`src/rtl/alu_share_arbiter.sv`:
```
// Round-robin sharing of one external combinational ALU between two requesters.
// Optional `ARB_BYPASS_HOLD_EN delivers the result straight from the ALU during EXEC when the owner is ready.
module alu_share_arbiter #(
  parameter int WIDTH   = 32,
  parameter int OPC_W   = 5,
  parameter int SHAMT_W = 5
) (
  input  logic               clock,
  input  logic               reset_n,
  input  logic [1:0]         req_valid,
  output logic [1:0]         req_ready,
  input  logic [OPC_W-1:0]   req0_opcode,
  input  logic [OPC_W-1:0]   req1_opcode,
  input  logic [SHAMT_W-1:0] req0_shamt,
  input  logic [SHAMT_W-1:0] req1_shamt,
  input  logic [WIDTH-1:0]   req0_a,
  input  logic [WIDTH-1:0]   req1_a,
  input  logic [WIDTH-1:0]   req0_b,
  input  logic [WIDTH-1:0]   req1_b,
  output logic [1:0]         rsp_valid,
  input  logic [1:0]         rsp_ready,
  output logic [WIDTH-1:0]   rsp_data,
  output logic [2:0]         rsp_flags,
  output logic [OPC_W-1:0]   alu_opcode,
  output logic [SHAMT_W-1:0] alu_shamt,
  output logic [WIDTH-1:0]   alu_a,
  output logic [WIDTH-1:0]   alu_b,
  input  logic [WIDTH-1:0]   alu_result,
  input  logic               alu_ovf,
  input  logic               alu_lt,
  input  logic               alu_ne,
  output logic               busy,
  output logic [1:0]         fsm_state
);

  // Handshake: a request transfers on a cycle where req_valid[i] & req_ready[i];
  // a result transfers on a cycle where rsp_valid[i] & rsp_ready[i].
  typedef enum logic [1:0] {IDLE = 2'd0, EXEC = 2'd1, HOLD = 2'd2} state_t;

  state_t             state, state_next;
  logic               last_grant;
  logic               owner;
  logic [1:0]         grant;
  logic               handshake;
  logic               bypass;
  logic [1:0]         rsp_valid_q;
  logic [WIDTH-1:0]   rsp_data_q;
  logic [2:0]         rsp_flags_q;

  // Contention goes to whichever requester did not win last time.
  always_comb begin
    grant = req_valid;
    if (req_valid == 2'b11) grant = last_grant ? 2'b01 : 2'b10;
  end

  assign handshake = (state == IDLE) && (req_valid != 2'b00);

`ifdef ARB_BYPASS_HOLD_EN
  assign bypass = (state == EXEC) && rsp_ready[owner];
`else
  assign bypass = 1'b0;
`endif

  always_ff @(posedge clock) begin
    if (!reset_n) state <= IDLE;
    else          state <= state_next;
  end

  always_comb begin
    state_next = state;
    case (state)
      IDLE:    if (handshake) state_next = EXEC;
      EXEC:    state_next = bypass ? IDLE : HOLD;
      HOLD:    if (rsp_ready[owner]) state_next = IDLE;
      default: state_next = IDLE;
    endcase
  end

  always_ff @(posedge clock) begin
    if (!reset_n) begin
      alu_opcode  <= '0;
      alu_shamt   <= '0;
      alu_a       <= '0;
      alu_b       <= '0;
      owner       <= 1'b0;
      last_grant  <= 1'b1;
      rsp_valid_q <= 2'b00;
      rsp_data_q  <= '0;
      rsp_flags_q <= 3'b000;
    end else begin
      if (handshake) begin
        alu_opcode <= grant[1] ? req1_opcode : req0_opcode;
        alu_shamt  <= grant[1] ? req1_shamt  : req0_shamt;
        alu_a      <= grant[1] ? req1_a      : req0_a;
        alu_b      <= grant[1] ? req1_b      : req0_b;
        owner      <= grant[1];
        last_grant <= grant[1];
      end
      if (state == EXEC && !bypass) begin
        rsp_data_q  <= alu_result;
        rsp_flags_q <= {alu_ovf, alu_lt, alu_ne};
        rsp_valid_q <= owner ? 2'b10 : 2'b01;
      end
      if (state == HOLD && rsp_ready[owner]) rsp_valid_q <= 2'b00;
    end
  end

  always_comb begin
    req_ready = (state == IDLE) ? grant : 2'b00;
    busy      = (state != IDLE);
    fsm_state = state;
    rsp_valid = rsp_valid_q;
    rsp_data  = rsp_data_q;
    rsp_flags = rsp_flags_q;
    if (bypass) begin
      rsp_valid = owner ? 2'b10 : 2'b01;
      rsp_data  = alu_result;
      rsp_flags = {alu_ovf, alu_lt, alu_ne};
    end
  end

endmodule

```
`config.mk`:
```
export PLATFORM = sky130hd
export DESIGN_NAME = alu_share_arbiter
export DESIGN_NICKNAME = d
export VERILOG_FILES = /design/src/rtl/alu_share_arbiter.sv
export SDC_FILE = /design/constraint.sdc
export NUM_CORES = 1
export LEC_CHECK = 0
export BUFFER_PORTS_ARGS = -buffer_cell sky130_fd_sc_hd__buf_2
export CAP_MARGIN = 5
export CORE_AREA = 3 3 116 118
export CTS_CLUSTER_SIZE = 24
export DETAILED_ROUTE_END_ITERATION = 10
export DIE_AREA = 0 0 119 121
export GPL_ROUTABILITY_DRIVEN = 0
export PLACE_DENSITY = 0.76
export SYNTH_ARGS = -nofsm -noshare
export SYNTH_HDL_FRONTEND = slang
export SYNTH_SLANG_ARGS = --single-unit
```
`constraint.sdc`:
```
create_clock -name clock -period 1.8 [get_ports clock]
set_clock_uncertainty 0.15 [all_clocks]
set_input_delay 0.36 -clock clock [delete_from_list [all_inputs] [get_ports clock]]
set_output_delay 0.36 -clock clock [all_outputs]
set_load 0.005 [all_outputs]
```
* After elaboration in Yosys (flattened, before gate mapping) *
Index checks and enable logic that the tools add are counted.

storage, ports and cells
  bits in registers = 115
  input port bits = 189
  output and inout bits = 116
  logic and storage cells = 37

operators by class
  order comparisons = 1
  eq/ne operators = 5
  mux-type cells = 13
  bitwise gates (word level) = 1
  reduce and logical (&&, ||, !) cells = 7

operators with widths
  operator                                                              number
  32-bit 2-to-1 mux                                                     2
  2-bit 2-to-1 mux                                                      6
  5-bit 2-to-1 mux                                                      2
  2-bit one-hot mux with 3 select lines                                 1
  2-bit == test, second input constant                                  2
  2-bit != test, second input constant                                  2
  2-bit nonzero test                                                    2
  2-bit by 1-bit == test with 1-bit output, second input constant       1
  1-bit logical AND                                                     2
  2-bit zero test                                                       1
  1-bit by 2-bit < comparator with 1-bit output, second input constant  1
  1-bit 2-to-1 mux                                                      2
  2-bit AND reduction                                                   1
  2-bit OR reduction                                                    1
  1-bit NOT                                                             1

* Longest topological paths before layout *
  depth after elaboration = 4
  depth in mapped cells = 6
  depth with buffers taken out = 3

* Worst setup path after synthesis *
Ideal clock, no wire load.

  path type = input port to flip-flop
  start point = input req_valid[1]
  end point = register alu_a[0]
  library setup time = 0.089 ns
  data arrival time = 1.292 ns
  data required time = 1.561 ns
  setup slack = 0.270 ns
  stages on the path = 6
  path buffers = 3
  cells stage by stage = or2_1 buf_2 and2_4 buf_6 buf_6 a311oi_2

on the way
  longest elaborated chain between the ends = 3
  elaborated cells on any way between the ends = 5
  classes of those cells = 1 x eq/ne; 2 x mux; 2 x reduce/logical

RTL lines
  what                    line  source
  start: declaration      10    input logic [1:0] req_valid,
  2-bit == test           53    if (req_valid == 2'b11) grant = last_grant ? 2'b01 : 2'b10;
  2-bit 2-to-1 mux        53
  32-bit 2-to-1 mux       94    alu_a <= grant[1] ? req1_a : req0_a;
  end signal: assignment  94
  end: declaration        26    output logic [WIDTH-1:0] alu_a,

Parallel ways exist; a longest one is shown, timed or not.
A chain may end at the register's enable or synchronous reset.

* Worst setup path in the final report *
  start point = register state[0], in the netlist fsm_state[0]
  end point = output req_ready[0]

on the way
  longest elaborated chain between the ends = 2

RTL lines
  what                      line  source
  start: declaration        40    state_t state, state_next;
  start signal: assignment  66    else state <= state_next;
  2-bit zero test           109   req_ready = (state == IDLE) ? grant : 2'b00;
  2-bit 2-to-1 mux          109
  end: declaration          11    output logic [1:0] req_ready,

Every way passes these cells.

==> results.sh <==
export IMPL_status="finished with violations"
export IMPL_violations="negative setup slack"
export IMPL_synth_area_leader_cell="dfxtp_1"
export IMPL_start_util_pct=41.3
export IMPL_die_x_um=119
export IMPL_r2r_end="alu_a[23]"
export IMPL_vias=5625
export IMPL_dp_cells=1046
export IMPL_worst_slack_ns=-0.0907
export IMPL_synthCells=607
export IMPL_yosys_top_cells_area="dfxtp_1 44%, a311oi_2 17%, nand2_1 16%, a21oi_1 11%, buf_2 2.7%"
export IMPL_leakage_nw=3.53
export IMPL_p_switching_w=0.00228
export IMPL_p_int_w=0.00598
export IMPL_layout_cells_non_filler=1080
export IMPL_syn_avg_cell_area_um2=8.55
export IMPL_seq_power_share_pct=36.0
export IMPL_viasPerCell=5.21
export IMPL_drive_above_1_share_pct=48.0
export IMPL_synth_top_area_share_pct=44.3
export IMPL_critPathSlowestCell="or3b_4"
export IMPL_cp_endpoint="req_ready[0]"
export IMPL_crit_type="reg2out"
export IMPL_drt_initial_drc_count=346
export IMPL_powerDensity_nw_per_um2=1090
export IMPL_drc=0
export IMPL_syn_nets=796
export IMPL_die_area_um2=14400
export IMPL_cts_buffers=17
export IMPL_p_comb_share_pct=21.3
export IMPL_cts_clk_slew_worst_paths_ns=0.05
export IMPL_yosys_most_used_dff="dfxtp_1"
export IMPL_final_common_cell="buf_2"
export IMPL_die_y_um=121
export IMPL_yosysUniqueCellTypes=26
export IMPL_hold_path_class="in2reg"
export IMPL_total_power_w=0.00827
export IMPL_hold_buffers=0
export IMPL_vdd_drop_max_uv=531
export IMPL_ant_nets=0
export IMPL_hold_viol_final=0
export IMPL_dp_hpwl_um=12200
export IMPL_synth_seq_cells=115
export IMPL_crit_fanout=4
export IMPL_nets=1084
export IMPL_r2r_start="last_grant"
export IMPL_clockBufferDepth=2
export IMPL_rsz0062_at_grt="yes"
export IMPL_clk_latency_ns=0.41
export IMPL_regArea_um2=2310
export IMPL_rows=41
export IMPL_cts_max_level=4
export IMPL_r2r_cells=5
export IMPL_cp_start_kind="flop"
export IMPL_p_sw_share_pct=27.6
export IMPL_required_ns=1.29
export IMPL_timing_max_cap_violations=0
export IMPL_synth_edf_count=0
export IMPL_yosysWarnings=0
export IMPL_cts_sinks=115
export IMPL_core_area_um2=12600
export IMPL_antenna_found_initial=0
export IMPL_synth_area_um2=5190
export IMPL_portBuffers=304
export IMPL_grt_max_degree=77
export IMPL_fillers=1117
export IMPL_worst_pin_slew_ns=0.481
export IMPL_fmax_ghz=0.529
export IMPL_cts_root_buf="clkbuf_16"
export IMPL_setup_viol=2
export IMPL_slew_headroom_pct=68.0
export IMPL_grt_ovfl_total=0
export IMPL_layout_common_cells="304 x buf_2, 223 x nand2_1, 112 x a21oi_1, 112 x dfxtp_1, 60 x a311oi_2"
export IMPL_ios=305
export IMPL_grt_pass1_wl_um=26700
export IMPL_p_clk_share_pct=42.7
export IMPL_min_period_ns=1.89
export IMPL_track_usage_pct=23.1
export IMPL_wire_per_inst_um=15.9
export IMPL_cp_arrival_ns=1.38
export IMPL_fin_area_um2=7620
export IMPL_area_delta_synth_final_pct=46.7
export IMPL_first_global_vias=5367
export IMPL_synthArstFlopShare_pct=0
export IMPL_dr_pass1_iters=4
export IMPL_cts_tree="done"
export IMPL_fin_crit_sh_pct=105
export IMPL_totalWireLength_um=17200
export IMPL_end_kind="output port"
export IMPL_insertedDiodeCount=0
export IMPL_critPathMaxStageDelay_ns=0.40
export IMPL_r2r_setup_slack_ns=0.20
export IMPL_place_area_um2=6940
export IMPL_seq_area_frac_synth_pct=44.3
export IMPL_path_cells="or3b_4 > a21oi_2 > buf_2"
export IMPL_crit_path_start="fsm_state[0]"
export IMPL_slew_violations=0
export IMPL_multi_input_area_um2=2600
## per-layer routing
metal | vias up | GRT usage [%] | wire [µm]
li1 | 2709 | - | -
met1 | 2623 | 26.1 | 6610
met2 | 260 | 40.6 | 8760
met3 | 33 | 6.76 | 1420
met4 | 0 | 9.85 | 363
met5 | - | 0 | 0
## how the worst min path moves through the flow
stage                        start      endpoint  slack, ns  cells past startpoint
finish              alu_result[23]  rsp_data[23]       0.04                      3
global route        alu_result[25]  rsp_data[25]       0.03                      3
CTS                 alu_result[10]  rsp_data[10]       0.02                      3
detailed placement     rsp_data[8]   rsp_data[8]       0.29                      2
global placement      rsp_data[16]  rsp_data[16]       0.29                      2
floorplan                  reset_n    last_grant       0.30                      1
## sequential cells by signal (all words and copies together) (netlist names)
name        count
last_grant      1
rsp_data       32
fsm_state       2
alu_a          32
alu_shamt       5
rsp_valid       2
owner           1
rsp_flags       3
alu_b          32
alu_opcode      5
## critical path, delay by kind of cell (launching register included)
kind,cells,cell delay [ns]
DFF,1,0.35
and+or+nand+nor,1,0.40
AOI/OAI and AO/OA,1,0.10
buffers and inverters,1,0.12
## cell type report
type | instances | share of cell area (%)
multi-input combinational | 428 | 34.1
clock buffer | 18 | 5.76
sequential | 115 | 30.3
tap | 172 | 2.82
timing repair buffer | 330 | 24.4
inverter | 3 | 0.181
clock inverter | 14 | 2.43
## logic make-up after synthesis
logic type	share of synthesized area [%]
and+or+nand+nor	17.5
buffers and inverters	6.46
muxes	0.193
DFF	44.3
AOI/OAI and AO/OA	31.5
## stage by stage
step	util, %	setup slack (ns)	TNS, ns	hold WS, ns
floorplan	-	0.270	0	0.299
global placement	55.3	0.0895	0	0.290
detailed placement	55.3	0.0627	0	0.294
CTS	60.6	-0.111	-0.182	0.0181
global route	60.6	-0.159	-0.267	0.0252
finish	60.6	-0.0907	-0.137	0.0359
## synth_stat cells (2+ instances only)
cell type    n
a311oi_1    14
buf_2       28
buf_6        7
nand2_1    223
inv_1        3
nand2b_1     3
a311oi_2    60
buf_4        2
dfxtp_1    115
a21oi_1    113
clkbuf_1    24
## power groups by stage
stage	clock (W)	combinational, W	sequential, W
finish	0.00353	0.00176	0.00297
global route	0.00371	0.00193	0.00300
CTS	0.00359	0.00177	0.00297
detailed placement	0	0.00174	0.00302
global placement	0	0.00171	0.00302
floorplan	0	0.000959	0.00304
## what timing repair did
item / in CTS / in global routing
setup endpoints to repair: 3 / 3
buffers inserted: 2 / 0
gates resized for setup: 11 / 1
pin swaps: 2 / 0
No activity file was read; power rests on OpenSTA's default activity.
